File: config.mk
export PLATFORM = sky130hd
export DESIGN_NAME = dmem_arbiter
export DESIGN_NICKNAME = d
export VERILOG_FILES = /design/src/rtl/dmem_arbiter.sv
export SDC_FILE = /design/constraint.sdc
export NUM_CORES = 1
export LEC_CHECK = 0
export CAP_MARGIN = 15
export CORE_AREA = 2 2 117 119
export CTS_CLUSTER_SIZE = 10
export DETAILED_ROUTE_END_ITERATION = 8
export DIE_AREA = 0 0 119 121
export PLACE_DENSITY = 0.69
export SLEW_MARGIN = 10
export SYNTH_ARGS = -nofsm -noshare
export SYNTH_HDL_FRONTEND = slang
export SYNTH_SLANG_ARGS = --single-unit
File: constraint.sdc
create_clock -name clk -period 4.6 [get_ports clk]
set_clock_uncertainty 0.1 [all_clocks]
set_input_delay 0.92 -clock clk [delete_from_list [all_inputs] [get_ports clk]]
set_output_delay 0.92 -clock clk [all_outputs]
set_load 0.02 [all_outputs]
File: src/rtl/dmem_arbiter.sv
// rtl/dmem_arbiter.sv - two-port data memory arbiter with starvation bound and read response routing
module dmem_arbiter #(
  parameter int AW         = 32,
  parameter int DW         = 32,
  parameter int STARVE_MAX = 4
) (
  input  logic          clk,
  input  logic          reset,
  input  logic          p0_req,
  input  logic          p0_we,
  input  logic [AW-1:0] p0_addr,
  input  logic [DW-1:0] p0_wdata,
  output logic          p0_gnt,
  output logic          p0_rvalid,
  output logic [DW-1:0] p0_rdata,
  input  logic          p1_req,
  input  logic          p1_we,
  input  logic [AW-1:0] p1_addr,
  input  logic [DW-1:0] p1_wdata,
  output logic          p1_gnt,
  output logic          p1_rvalid,
  output logic [DW-1:0] p1_rdata,
  output logic          cpu_stall,
  output logic          misalign,
  output logic          mem_we,
  output logic          mem_re,
  output logic [AW-1:0] mem_addr,
  output logic [DW-1:0] mem_wdata,
  input  logic [DW-1:0] mem_rdata
);

  localparam int SW = $clog2(STARVE_MAX + 1);

  localparam logic [1:0] OWN_NONE = 2'd0;
  localparam logic [1:0] OWN_P0   = 2'd1;
  localparam logic [1:0] OWN_P1   = 2'd2;

  logic [SW-1:0] starve_cnt;
  logic [1:0]    resp_owner;
  logic          resp_zero;
  logic [DW-1:0] held0;
  logic [DW-1:0] held1;

  logic          starve_max;
  logic          p1_win;
  logic          any_gnt;
  logic          sel_we;
  logic [AW-1:0] sel_addr;
  logic [DW-1:0] sel_wdata;
  logic          aligned;
  logic [DW-1:0] resp_data;

  assign starve_max = (starve_cnt == SW'(STARVE_MAX));
  assign p1_win     = p1_req & (~p0_req | starve_max);

  // Grants are suppressed during reset so no memory strobe can escape.
  assign p1_gnt    = ~reset & p1_win;
  assign p0_gnt    = ~reset & p0_req & ~p1_win;
  assign any_gnt   = p0_gnt | p1_gnt;
  assign cpu_stall = ~reset & p0_req & ~p0_gnt;

  always_comb begin
    sel_we    = 1'b0;
    sel_addr  = '0;
    sel_wdata = '0;
    if (p1_gnt) begin
      sel_we    = p1_we;
      sel_addr  = p1_addr;
      sel_wdata = p1_wdata;
    end else if (p0_gnt) begin
      sel_we    = p0_we;
      sel_addr  = p0_addr;
      sel_wdata = p0_wdata;
    end
  end

  assign aligned   = (sel_addr[1:0] == 2'b00);
  assign mem_we    = any_gnt & sel_we & aligned;
  assign mem_re    = any_gnt & ~sel_we & aligned;
  assign mem_addr  = sel_addr;
  assign mem_wdata = sel_wdata;

  // A misaligned read still completes, returning zero instead of memory data.
  assign resp_data = resp_zero ? '0 : mem_rdata;
  assign p0_rvalid = (resp_owner == OWN_P0);
  assign p1_rvalid = (resp_owner == OWN_P1);
  assign p0_rdata  = p0_rvalid ? resp_data : held0;
  assign p1_rdata  = p1_rvalid ? resp_data : held1;

  always_ff @(posedge clk or posedge reset) begin
    if (reset) begin
      starve_cnt <= '0;
      resp_owner <= OWN_NONE;
      resp_zero  <= 1'b0;
      misalign   <= 1'b0;
      held0      <= '0;
      held1      <= '0;
    end else begin
      if (p1_req & ~p1_gnt)
        starve_cnt <= starve_max ? starve_cnt : starve_cnt + 1'b1;
      else
        starve_cnt <= '0;

      misalign  <= any_gnt & ~aligned;
      resp_zero <= ~aligned;

      if (any_gnt & ~sel_we)
        resp_owner <= p1_gnt ? OWN_P1 : OWN_P0;
      else
        resp_owner <= OWN_NONE;

      if (resp_owner == OWN_P0) held0 <= resp_data;
      if (resp_owner == OWN_P1) held1 <= resp_data;
    end
  end

endmodule
==> out/results.txt <==
The flow ran to the end, and the final reports show no timing, DRC or antenna violations. The max capacitance violation total was 0. The maximum number of buffers from clock root to sink is 2. Once the floorplan was initialized, standard cells occupied 26.5% of the core.

The run gives 529 as the number of nets produced by synthesis. Setup violations remaining at the end of the flow were counted as 0. In this run, synthesis produced a sequential element count of 71. In the routed layout, each cell is associated on average with a via count of 4.79.

Summed over all nets, wire length on met3 after detailed routing comes to 1700 um. For this block, the routed nets add up to 17900 um of wire. STA classifies the critical path startpoint as a primary input. After legalization and detailed placement, the total HPWL measured 14100 um. Setup repair after global routing left no endpoint under its margin. Each instance of the synthesized netlist takes up on average 9.61 um2.

The clock net sink count is 71. The final worst setup slack is 0.400 ns, and the maximum ir drop on the vdd rail is 0.000160 V. Smallest hold slack: 0.391 ns. The first-pass iteration count of the detailed router is 5. Start-to-end type of the worst setup path: primary input to output port.

The path class of the lowest-slack min-delay path was register to register. The worst setup path is captured at an output port. The total count of max-transition violations in the final report is 0. The final layout contains 815 nets. In this run the count of I/O pins placed on the die edge is 302. After clock tree synthesis, the clock-pin slew on the worst setup and hold paths is 0.05 ns. STA puts the critical path data arrival time at 3.18 ns. Detailed routing inserted a total of 3974 vias. The total count of hold-check failures in the final report is 0, and the total of cells resized after clock tree synthesis is 0.

The first routing iteration left 248 violations. The logs give 51.2% for the share of synthesized area occupied by flip-flops and latches and 0.0144 mm2 for the area of the die. Accumulated negative setup slack: 0 ns. Detailed routing placed a total of 8270 um of wire on met2.

At the pin with the least slew margin, the transition time is 1.09 ns. The fraction of final layout cells sized beyond drive strength 1 is 4.15%, and the number of inserted filler cells in the final layout is 1148. The post-CTS setup-driven buffer insertion count was 0. Signal routing reaches up to met5. The logs give 0.0131 mm2 for the area of the core and 24.9% for the global-route usage over all layers. Final critical-path required period: 4.20 ns. Cell at the root of the clock tree: clkbuf_16. The cell count after synthesis came out at 361.

In this run the vertical extent of the chip is 121 um. TritonCTS built the clock tree. The maximum clock frequency was 0.238 GHz; the total power divided by cell area was 356 mW/mm2.

The initial antenna violation count is 3. The growth of design area from synthesis to finish is 100%. TritonCTS created 9 clock buffers.

The count of nets left with antenna violations once routing finished came out at 0. The via count of the first global-routing pass came out at 4118. Along the worst path, the maximum fanout reaches 45.

In the final routing, the length of wire on met1 measures 7710 um. Yosys printed 0 warnings. Timing analysis after detailed placement gives a worst setup slack of 0.403 ns.

The count of port buffers added during placement is 301. For this run, design rule violations remaining after detail routing come to 0. The core occupancy in the finished layout is 53.1%, and the standby leakage power is 2.93 nW. The first global-routing pass estimated 26200 um of wire. The tools report the pin count of the biggest net entering global routing as 71.

At the worst endpoint, the required time is 3.58 ns. After global routing the overflow that remains totals 0. The later-pin clock latency in the skew report is 0.32 ns, and the count of standard-cell rows is 42.

The congestion estimate from routability-driven global placement came to 1.08. Measured against its own limit, the worst slew margin works out to 27.1%. The run gives 0.00347 mm2 as the total standard cell area after synthesis. Final critical-path share of the clock period: 91.3%.

The width of the chip was 119 um. The hold-fix buffer count after cts was 0; the H-tree level count was 3. In the final routed layout, each cell accounts on average for 21.5 um. The number of different library cells used by synthesis comes to 25.
## cell usage in the layout (no fill, tap or decap), drive strengths merged, types with 2 or more instances in the layout
| cell | synthesis | routed |
|---|---|---|
| a22o | 65 | 65 |
| buf | 10 | 5 |
| clkbuf | 21 | 12 |
| clkdlybuf4s50 | 0 | 301 |
| clkinv | 1 | 2 |
| dfrtp | 71 | 71 |
| diode | 0 | 2 |
| ha | 2 | 2 |
| inv | 8 | 8 |
| nand2 | 65 | 65 |
| nand2b | 34 | 34 |
| nor2 | 5 | 5 |
| nor3 | 4 | 4 |
| o21ai | 65 | 65 |
| o2bb2ai | 2 | 2 |
## stage by stage
stage / std cells / total power [mW] / instance area [um2]
CTS: 826 / 2.50 / 6920
global route: 827 / 2.60 / 6940
floorplan: 361 / 1.23 / 3470
detailed placement: 811 / 1.79 / 6630
finish: 829 / 2.47 / 6950
global placement: 811 / 1.78 / 6630
## path summary, 6_finish.rpt
path                                from             to  slack [ns]  cells past startpoint
max                               p1_req   mem_wdata[5]        0.40                      7
min                             held0[9]       held0[9]        0.39                      2
max reg2reg                starve_cnt[0]  starve_cnt[0]        2.70                      7
min reg2reg                     held0[9]       held0[9]        0.39                      2
max in group asynchronous          reset       held0[1]        2.36                      3
min in group asynchronous          reset      held0[10]        1.07                      2
## flip-flops by register name, indices dropped and copies added, names as in the netlist
register / cells
held1: 32
resp_owner: 2
resp_zero: 1
held0: 32
starve_cnt: 3
misalign: 1
## logic make-up (layout without fill, tap and decap cells)
logic type / count (synthesis) / in the layout / share of synthesized area (%)
AO/OA/AOI/OAI: 135 / 135 / 27.3
AND/OR/NAND/NOR: 111 / 111 / 14.9
flip-flops: 71 / 71 / 51.2
buffers and inverters: 40 / 330 / 5.30
adder cells (fa/ha/maj): 2 / 2 / 0.721
XOR/XNOR: 1 / 1 / 0.252
multiplexers: 1 / 1 / 0.289
other: 0 / 2 / 0
## cell type report
type                       instances  area [um2]  share of cell area (%)
timing repair buffer             306        3090                    44.4
sequential                        71        1780                    25.6
multi-input combinational        250        1530                    21.9
clock buffer                      12         256                    3.69
tap                              176         220                    3.17
clock inverter                     3        42.5                   0.612
inverter                           9        35.0                   0.504
antenna                            2        5.00                  0.0720
## where the power goes
group          total (mW)  leakage, nW  internal [mW]  switching (mW)
Clock               0.691        0.145          0.445           0.246
Sequential          0.797        0.891          0.755          0.0423
Combinational       0.986         1.89          0.488           0.498
## cells in the mapped netlist
cell	instances	area [um2]
buf_4	6	45.0
a311oi_2	1	15.0
buf_2	2	10.0
buf_6	1	11.3
or2_2	1	6.26
nand2_2	1	6.26
dfrtp_1	71	1780
nor3_1	4	20.0
a211o_2	1	10.0
nand3b_1	1	7.51
a32o_1	1	10.0
a22o_1	65	569
o21ai_0	65	325
clkbuf_1	21	78.8
mux2i_1	1	10.0
clkinv_2	1	5.00
ha_1	2	25.0
o2bb2ai_1	2	17.5
inv_1	8	30.0
buf_1	1	3.75
and2_1	1	6.26
nand2_1	64	240
nand2b_1	34	213
xnor2_1	1	8.76
nor2_1	5	18.8
## worst max-delay path, stage by stage
cell and delay, ns:
clkdlybuf4s50_1 0.53, inv_1 0.11, a211o_2 0.34, clkinv_2 0.09
buf_12 0.23, a22o_1 0.31, clkdlybuf4s50_1 0.66
## routing by layer
metal / global-route usage (%) / vias to the layer above
li1: - / 1858
met1: 31.5 / 1915
met2: 39.7 / 183
met3: 10.6 / 16
met4: 5.21 / 2
met5: 0 / -
(Power assumes the default switching activity.)
